## config.mk

```make
export PLATFORM = sky130hd
export DESIGN_NAME = memory_access_stage
export DESIGN_NICKNAME = d
export VERILOG_FILES = /design/src/rtl/riscv_pkg.sv /design/src/rtl/load_store_align.sv /design/src/rtl/memory_access_stage.sv
export SDC_FILE = /design/constraint.sdc
export NUM_CORES = 1
export LEC_CHECK = 0
export ABC_AREA = 1
export BUFFER_PORTS_ARGS = -buffer_cell sky130_fd_sc_hd__buf_4
export CAP_MARGIN = 5
export CORE_AREA = 4 4 122 124
export DETAILED_ROUTE_END_ITERATION = 12
export DIE_AREA = 0 0 126 128
export PLACE_DENSITY = 0.7
export SLEW_MARGIN = 20
export SYNTH_ARGS = -nofsm -noshare
export SYNTH_HDL_FRONTEND = slang
export SYNTH_SLANG_ARGS = --single-unit
```

## constraint.sdc

```tcl
create_clock -name clk_i -period 2.4 [get_ports clk_i]
set_input_delay 0.24 -clock clk_i [delete_from_list [all_inputs] [get_ports clk_i]]
set_output_delay 0.24 -clock clk_i [all_outputs]
set_load 0.005 [all_outputs]
```

## src/rtl/riscv_pkg.sv

```systemverilog
// Shared definitions for the RISC-V core's memory access stage.
//   - funct3 encodings for load/store access size and sign
//   - mem_state_t: data-memory handshake FSM states
//   - is_misaligned(): natural-alignment check for an access
package riscv_pkg;

  localparam logic [2:0] F3_B  = 3'b000;
  localparam logic [2:0] F3_H  = 3'b001;
  localparam logic [2:0] F3_W  = 3'b010;
  localparam logic [2:0] F3_BU = 3'b100;
  localparam logic [2:0] F3_HU = 3'b101;

  typedef enum logic [1:0] {
    IDLE     = 2'd0,
    REQ      = 2'd1,
    WAIT_RSP = 2'd2
  } mem_state_t;

  // funct3[1:0] encodes the access size for both loads and stores.
  function automatic logic is_misaligned(input logic [2:0] funct3, input logic [1:0] addr_lo);
    logic r_mis;
    r_mis = 1'b0;
    case (funct3[1:0])
      2'b01:   r_mis = addr_lo[0];
      2'b10:   r_mis = (addr_lo != 2'b00);
      default: r_mis = 1'b0;
    endcase
    return r_mis;
  endfunction

endpackage

```

## src/rtl/load_store_align.sv

```systemverilog
// Byte-lane steering between the core datapath and a 32-bit data memory.
// Purely combinational.
//   i_funct3      access size/sign
//   i_addr_lo     byte offset within the word
//   i_store_data  store data from the register file
//   i_rdata       raw word returned by the memory
//   o_be          byte enables for the request
//   o_wdata       store data replicated onto the active lanes
//   o_load_data   selected and extended load result
//   o_misaligned  access violates natural alignment (only with MEM_MISALIGN_TRAP_EN)
module load_store_align
  import riscv_pkg::*;
#(
  parameter int unsigned XLEN = 32
) (
  input  logic [2:0]      i_funct3,
  input  logic [1:0]      i_addr_lo,
  input  logic [XLEN-1:0] i_store_data,
  input  logic [XLEN-1:0] i_rdata,
  output logic [3:0]      o_be,
  output logic [XLEN-1:0] o_wdata,
  output logic [XLEN-1:0] o_load_data
`ifdef MEM_MISALIGN_TRAP_EN
  ,
  output logic            o_misaligned
`endif
);

  logic [7:0]  w_byte;
  logic [15:0] w_half;

  // Misaligned offsets fall back to the naturally aligned lane: a[0] is
  // ignored for halves and the whole offset is ignored for words.
  always_comb begin
    w_byte = 8'h00;
    case (i_addr_lo)
      2'd0:    w_byte = i_rdata[7:0];
      2'd1:    w_byte = i_rdata[15:8];
      2'd2:    w_byte = i_rdata[23:16];
      default: w_byte = i_rdata[31:24];
    endcase
    w_half = i_addr_lo[1] ? i_rdata[31:16] : i_rdata[15:0];
  end

  always_comb begin
    o_be    = 4'b1111;
    o_wdata = i_store_data;
    case (i_funct3[1:0])
      2'b00: begin
        o_be    = 4'b0001 << i_addr_lo;
        o_wdata = {(XLEN/8){i_store_data[7:0]}};
      end
      2'b01: begin
        o_be    = i_addr_lo[1] ? 4'b1100 : 4'b0011;
        o_wdata = {(XLEN/16){i_store_data[15:0]}};
      end
      default: begin
        o_be    = 4'b1111;
        o_wdata = i_store_data;
      end
    endcase
  end

  always_comb begin
    o_load_data = i_rdata;
    case (i_funct3)
      F3_B:    o_load_data = {{(XLEN-8){w_byte[7]}}, w_byte};
      F3_BU:   o_load_data = {{(XLEN-8){1'b0}}, w_byte};
      F3_H:    o_load_data = {{(XLEN-16){w_half[15]}}, w_half};
      F3_HU:   o_load_data = {{(XLEN-16){1'b0}}, w_half};
      default: o_load_data = i_rdata;
    endcase
  end

`ifdef MEM_MISALIGN_TRAP_EN
  assign o_misaligned = is_misaligned(i_funct3, i_addr_lo);
`endif

endmodule

```

## src/rtl/memory_access_stage.sv

```systemverilog
// MEM stage of the 5-stage RISC-V core.
// Consumes the EX/MEM register, runs the data-memory req/gnt/rvalid
// handshake, resolves branches and produces the MEM/WB register.
// Optional: define MEM_MISALIGN_TRAP_EN to suppress misaligned accesses and
// report them on misalign_o instead of truncating the address.
// Ports:
//   clk_i, reset_i (async, active-low)
//   *_MEMORYACCESS        EX/MEM register contents (held stable during stall_o)
//   dmem_*                data-memory request/response interface
//   stall_o               freezes PC, IF/ID, ID/EX and EX/MEM
//   PCSrc_o, PCTarget_o   branch resolution (combinational)
//   *_WRITEBACK           MEM/WB register
//   misalign_o            misaligned-access flag (MEM_MISALIGN_TRAP_EN only)
module memory_access_stage
  import riscv_pkg::*;
#(
  parameter int unsigned XLEN   = 32,
  parameter int unsigned ADDR_W = 32
) (
  input  logic              clk_i,
  input  logic              reset_i,
  input  logic [XLEN-1:0]   ALUResult_MEMORYACCESS,
  input  logic [XLEN-1:0]   ReadData2_MEMORYACCESS,
  input  logic [2:0]        funct3_MEMORYACCESS,
  input  logic [4:0]        Write_Register_MEMORYACCESS,
  input  logic              MemtoReg_MEMORYACCESS,
  input  logic              MemWrite_MEMORYACCESS,
  input  logic              MemRead_MEMORYACCESS,
  input  logic              RegWrite_MEMORYACCESS,
  input  logic              Branch_MEMORYACCESS,
  input  logic              zero_MEMORYACCESS,
  input  logic [XLEN-1:0]   PCTarget_MEMORYACCESS,
  output logic              dmem_req_o,
  output logic              dmem_we_o,
  output logic [ADDR_W-1:0] dmem_addr_o,
  output logic [3:0]        dmem_be_o,
  output logic [XLEN-1:0]   dmem_wdata_o,
  input  logic              dmem_gnt_i,
  input  logic              dmem_rvalid_i,
  input  logic [XLEN-1:0]   dmem_rdata_i,
  output logic              stall_o,
  output logic              PCSrc_o,
  output logic [XLEN-1:0]   PCTarget_o,
  output logic [XLEN-1:0]   ReadData_WRITEBACK,
  output logic [XLEN-1:0]   ALUResult_WRITEBACK,
  output logic [4:0]        Write_Register_WRITEBACK,
`ifdef MEM_MISALIGN_TRAP_EN
  output logic              misalign_o,
`endif
  output logic              RegWrite_WRITEBACK,
  output logic              MemtoReg_WRITEBACK
);

  mem_state_t r_state;
  mem_state_t w_state_d;

  logic            w_access;
  logic            w_access_eff;
  logic            w_is_load;
  logic            w_done;
  logic            w_req;
  logic            w_stall;
  logic [XLEN-1:0] w_load_data;

  logic [XLEN-1:0] r_read_data;
  logic [XLEN-1:0] r_alu_result;
  logic [4:0]      r_write_reg;
  logic            r_reg_write;
  logic            r_mem_to_reg;

  // MemRead wins when both controls are set, so the op is treated as a load.
  assign w_access  = MemRead_MEMORYACCESS | MemWrite_MEMORYACCESS;
  assign w_is_load = MemRead_MEMORYACCESS;

`ifdef MEM_MISALIGN_TRAP_EN
  logic w_misaligned;
  logic w_trap;
  logic r_misalign;

  assign w_trap       = w_access & w_misaligned;
  assign w_access_eff = w_access & ~w_misaligned;
`else
  assign w_access_eff = w_access;
`endif

  load_store_align #(
    .XLEN (XLEN)
  ) u_align (
    .i_funct3     (funct3_MEMORYACCESS),
    .i_addr_lo    (ALUResult_MEMORYACCESS[1:0]),
    .i_store_data (ReadData2_MEMORYACCESS),
    .i_rdata      (dmem_rdata_i),
    .o_be         (dmem_be_o),
    .o_wdata      (dmem_wdata_o),
    .o_load_data  (w_load_data)
`ifdef MEM_MISALIGN_TRAP_EN
    ,
    .o_misaligned (w_misaligned)
`endif
  );

  always_comb begin
    w_state_d = r_state;
    w_done    = 1'b0;
    w_req     = 1'b0;
    case (r_state)
      IDLE: begin
        w_req = w_access_eff;
        if (w_access_eff) begin
          if (dmem_gnt_i) begin
            if (w_is_load) w_state_d = WAIT_RSP;
            else           w_done    = 1'b1;
          end else begin
            w_state_d = REQ;
          end
        end
      end
      REQ: begin
        w_req = 1'b1;
        if (dmem_gnt_i) begin
          if (w_is_load) begin
            w_state_d = WAIT_RSP;
          end else begin
            w_state_d = IDLE;
            w_done    = 1'b1;
          end
        end
      end
      WAIT_RSP: begin
        if (dmem_rvalid_i) begin
          w_state_d = IDLE;
          w_done    = 1'b1;
        end
      end
      default: w_state_d = IDLE;
    endcase
  end

  always_ff @(posedge clk_i or negedge reset_i) begin
    if (!reset_i) r_state <= IDLE;
    else          r_state <= w_state_d;
  end

  assign w_stall = w_access_eff & ~w_done;
  assign stall_o = w_stall;

  // Gate with reset so an in-flight request drops immediately on reset.
  assign dmem_req_o  = w_req & reset_i;
  assign dmem_we_o   = MemWrite_MEMORYACCESS & ~MemRead_MEMORYACCESS;
  assign dmem_addr_o = {ALUResult_MEMORYACCESS[ADDR_W-1:2], 2'b00};

  assign PCSrc_o    = Branch_MEMORYACCESS & zero_MEMORYACCESS;
  assign PCTarget_o = PCTarget_MEMORYACCESS;

  // MEM/WB register; a stall cycle inserts a bubble and keeps the data fields.
  always_ff @(posedge clk_i or negedge reset_i) begin
    if (!reset_i) begin
      r_read_data  <= '0;
      r_alu_result <= '0;
      r_write_reg  <= '0;
      r_reg_write  <= 1'b0;
      r_mem_to_reg <= 1'b0;
    end else if (w_stall) begin
      r_reg_write  <= 1'b0;
      r_mem_to_reg <= 1'b0;
    end else begin
      r_read_data  <= w_load_data;
      r_alu_result <= ALUResult_MEMORYACCESS;
      r_write_reg  <= Write_Register_MEMORYACCESS;
`ifdef MEM_MISALIGN_TRAP_EN
      r_reg_write  <= RegWrite_MEMORYACCESS & ~w_trap;
`else
      r_reg_write  <= RegWrite_MEMORYACCESS;
`endif
      r_mem_to_reg <= MemtoReg_MEMORYACCESS;
    end
  end

`ifdef MEM_MISALIGN_TRAP_EN
  always_ff @(posedge clk_i or negedge reset_i) begin
    if (!reset_i) r_misalign <= 1'b0;
    else          r_misalign <= w_trap & ~w_stall;
  end
  assign misalign_o = r_misalign;
`endif

  assign ReadData_WRITEBACK       = r_read_data;
  assign ALUResult_WRITEBACK      = r_alu_result;
  assign Write_Register_WRITEBACK = r_write_reg;
  assign RegWrite_WRITEBACK       = r_reg_write;
  assign MemtoReg_WRITEBACK       = r_mem_to_reg;

endmodule

```

After elaboration in Yosys (flattened, before gate mapping)

Index checks and enable logic that the tools add are counted.

Equality and inequality tests: 12
Reductions and logical operators: 5
Muxes and demuxes: 21
Shift-type cells: 1
Bitwise logic cells: 7

Operators with widths:

| kind                                             | number |
|---|---|
| case mux 32 bit (4 select lines)                 | 1 |
| case mux 32 bit (2 select lines)                 | 1 |
| case mux 8 bit (3 select lines)                  | 1 |
| two-way mux 16 bit                               | 1 |
| two-way mux 2 bit                                | 6 |
| case mux 4 bit (2 select lines)                  | 1 |
| == test 2 x 1 -> 1 bit (second input constant)   | 3 |
| == test 3 bit (second input constant)            | 2 |
| logical NOT 2 bit                                | 3 |
| two-way mux 1 bit                                | 6 |
| != test 2 bit (second input constant)            | 3 |
| case mux 2 bit (3 select lines)                  | 1 |
| AND 1 bit                                        | 4 |
| == test 2 bit (second input constant)            | 2 |
| two-way mux 4 bit                                | 1 |
| AND reduction 4 bit                              | 1 |
| left shift 1 x 2 -> 4 bit (first input constant) | 1 |
| == test 3 x 1 -> 1 bit (second input constant)   | 1 |
| logical NOT 3 bit                                | 1 |
| != test 3 bit (second input constant)            | 1 |
| case mux 1 bit (3 select lines)                  | 1 |
| NOT 1 bit                                        | 2 |
| case mux 1 bit (2 select lines)                  | 1 |
| OR 1 bit                                         | 1 |

Register bits: 73
Input bits: 146
Word-level logic and storage cells: 52
Output and inout bits: 175

Depth between registers and ports, before layout

Depth in word-level cells: 7
Gate-level depth with buffers: 10
Gate-level depth less buffers: 9

By module

Synthesis repeated with hierarchy kept, for this count alone.

Cells, all modules: 642
Area, all modules: 4,817.1 um^2

Modules (own cells, without submodules):

| module              | cells each | seq. area each (um^2) | instances | area an instance (um^2) |
|---|---|---|---|---|
| memory_access_stage | 412        | 1,826.8               | 1         | 3,585.9 |
| load_store_align    | 230        | 0.0                   | 1         | 1,231.2 |

Worst setup path before layout

Ideal clock, no wire load.

Kind: register to output
Start: reg r_state[1]
End: out stall_o
Buffers on the path: 1
Path slack: 1,080 ps
Cell stages (with the launch flop): 8
Data arrival time: 1,080 ps
Data required time: 2,160 ps
Path through: dfrtp_1 -> inv_2 -> nand2_1 -> nor2_1 -> nor2_2 -> nand3_2 -> inv_4 -> buf_6

Longest elaborated chain between the ends: 4
Elaborated cells on any way between the ends: 6
Those cells by class: 2 x eq/ne; 1 x mux; 2 x bitwise; 1 x reduce/logical

Ends and longest elaborated chain:

| element                                     | line                       | text |
|---|---|---|
| from (decl)                                 | memory_access_stage.sv:54  | `mem_state_t r_state;` |
| from (signal assigned)                      | memory_access_stage.sv:141 | `else r_state <= w_state_d;` |
| == test 2 bit, or another cell as far along | memory_access_stage.sv:106 | `case (r_state)` |
| case mux 1 bit (3 select lines) (*)         | memory_access_stage.sv:106 |  |
| NOT 1 bit (*)                               | memory_access_stage.sv:144 | `assign w_stall = w_access_eff & ~w_done;` |
| AND 1 bit (*)                               | memory_access_stage.sv:144 |  |
| to (decl)                                   | memory_access_stage.sv:41  | `output logic stall_o,` |

Every way passes the cells marked *; elsewhere a longest branch is shown, timed or not.

Worst setup path after layout

Same ends and word-level chain as after synthesis.

==> impl_results.md <==
- Rel. slew slack: 0.516
- Clock Skew: 0.00877 ns
- Leak: 3.69 nW
- Post-CTS Hold Fix Bufs: 1
- Core area: 13800 um^2
- CTS sink count: 73
- DR pass1 iterations: 4
- Post-Syn Instances: 650
- Number of global-route vias before repair: 4496
- Gr ovfl total: 0
- Setup TNS: 0 ns
- Power, Total: 5.73 mW
- Starting DRT DRC Count: 239
- CTS tree: done
- Final std cells w/o fill: 1008
- Die Width: 126 um
- Final Hold Fails: 0
- Number of synthesized flops with an enable pin: 0
- Initial antenna violation count: 0
- Final setup violation count: 0
- Cell area power density: 904 nW/um^2
- Residual DRC: 0
- CTS clk-pin slew, worst paths: 0.06 ns
- Core Rows: 43
- Post-Syn Area: 4550 um^2
- Chip height: 128 um
- I/O Pins: 321
- Max FO, Critical Path: 46
- H-tree depth: 3
- Max VDD drop: 319 uV
- Vias: 4656
- Final wirelength: 15900 um
- Pin count of the biggest net entering global routing: 70
- Port bufs: 254
- GRT Util Overall: 0.188
- Yosys warns: 0
- Maxcap violations: 0
- Critical path type: reg -> out
- Routed wire length per instance: 15.8 um
- Fin crit share: 0.837
- Clock Latency Late Sink: 0.33 ns
- Worst hold path class: in -> reg
- RSZ-0062 raised after global routing: false
- Placed insts: 991
- Share of synthesized registers carrying an async set or reset: 1.00
- Cts repair resizes: 0
- Clock Tree Buf Depth: 2
- First-pass GRT wire length: 23900 um
- Final critical-path required period: 2.01 ns
- GP Congestion: 0.852
- Post-route ant nets: 0
- Multi-input gate area: 1840 um^2
- Initial core utilization: 0.330
- Filler Cell Count: 1461
- Die area: 16100 um^2
- Yosys top cell area share: 0.401
- CTS Root Cell: clkbuf_16
- Crit path launch type: register
- Post-synth top area cell: dfrtp_1
- Vias per inst: 4.62
- Status: complete, no violations
- CP arrival: 1.77 ns
- Area delta synth->final: 39.2%
- Critical Path End Type: primary output
- Mapped Avg Cell Area: 7.00 um^2
- Slew Viols, Final: 0
- Antenna cells: 0
- Setup bufs post-CTS: 0
- Total CTS buffers: 9
- #FFs+latches synth: 73
- Post-synthesis sequential area ratio: 0.401
- Register-to-register setup slack: 0.64 ns
- Share of post-route cells with drive strength above 1: 0.351
- Reg area: 1830 um^2
- Synth Flop Type: dfrtp_1
- CP required: 2.16 ns
- Max Fclk: 498 MHz
- Final Core Density: 0.460
- Yosys cell types: 29
- Post-DP HPWL: 12500 um
- Slew @ Worst Pin: 0.726 ns
- Top post-synthesis cells by area: dfrtp_1 (40%), nand2_1 (25%), buf_4 (12%)
- # nets final: 969
## area by class of cell
cell class | instances | share of cell area
clock inverters | 5 | 0.0124
repair buffers | 260 | 0.310
flip-flops and latches | 73 | 0.288
multi-input cells | 438 | 0.290
inverters | 41 | 0.0255
clock buffers | 11 | 0.0383
well taps | 180 | 0.0355
## power breakdown
group	switching (mW)	internal, mW
Clock	0.501	0.937
Combinational	1.12	1.13
Sequential	0.300	1.74
## state kept, by name (all words and copies together), names as in the netlist
signal,flops
ALUResult_WRITEBACK,32
MemtoReg_WRITEBACK,1
RegWrite_WRITEBACK,1
r_state,2
ReadData_WRITEBACK,32
Write_Register_WRITEBACK,5
## metal layers
layer  GRT usage  wire (um)  part of all wire  up-vias
li1            -          -                 -     2279
met1       0.218       6150              0.39     2090
met2       0.326       7930              0.50      243
met3      0.0529       1380             0.086       44
met4      0.0820        482             0.030        0
met5           0          0                 0        -
## metrics by stage
step	setup slack (ns)	hold slack, ns	instance area [um^2]
after floorplan	1.08	-0.0556	4560
after global placement	0.611	0.119	6010
after detailed placement	0.564	0.118	6010
after CTS	0.366	0.0874	6340
after global routing	0.251	0.0901	6340
final	0.392	0.103	6340
## cells in the mapped netlist, types with 2 or more instances
cell type  instances
o21ai_0           24
buf_1              2
nand3_1           44
o21ai_1            2
dfrtp_1           73
buf_2              6
inv_2              6
nand3_2            3
o211ai_1           7
nor2_1            34
clkbuf_1           7
a21oi_1            9
nand2_1          304
inv_1             32
buf_4             74
buf_6             10
## placed cells by master (no fill, tap or decap), drive strengths merged, types with 2 or more instances in the layout
cell,netlist,routed
dfrtp,73,73
clkbuf,7,11
o21ai,27,27
buf,92,259
conb,1,2
nand2,306,306
nor2,37,37
o211ai,7,7
inv,40,40
clkinv,1,4
a21oi,9,9
nand3,47,47
bufinv,0,2
## worst max-delay path, stage by stage, from the launching register on
cell     delay (ns)
dfrtp_1        0.42
inv_2          0.06
nand2_1        0.10
nor2_1         0.06
nor2_2         0.08
nand3_2        0.10
inv_4          0.38
buf_4          0.20
## worst paths after layout
kind                       depth (start not counted)                       to                    start
max                                                7                  stall_o               r_state[1]
min                                                3       RegWrite_WRITEBACK    RegWrite_MEMORYACCESS
max reg2reg                                        6   ReadData_WRITEBACK[30]               r_state[1]
min reg2reg                                        2  ALUResult_WRITEBACK[11]  ALUResult_WRITEBACK[11]
max in group asynchronous                          3    ReadData_WRITEBACK[9]                  reset_i
min in group asynchronous                          2               r_state[0]                  reset_i
## kinds of logic (layout without fill, tap and decap cells)
group           after synthesis  after routing  share of synthesized area
simple gates                392            392                      0.348
flops                        73             73                      0.401
compound gates               44             44                     0.0533
other cells                   1              2                   0.000824
buf+inv                     140            317                      0.196
Note: power is estimated with default switching activity, not from simulation.
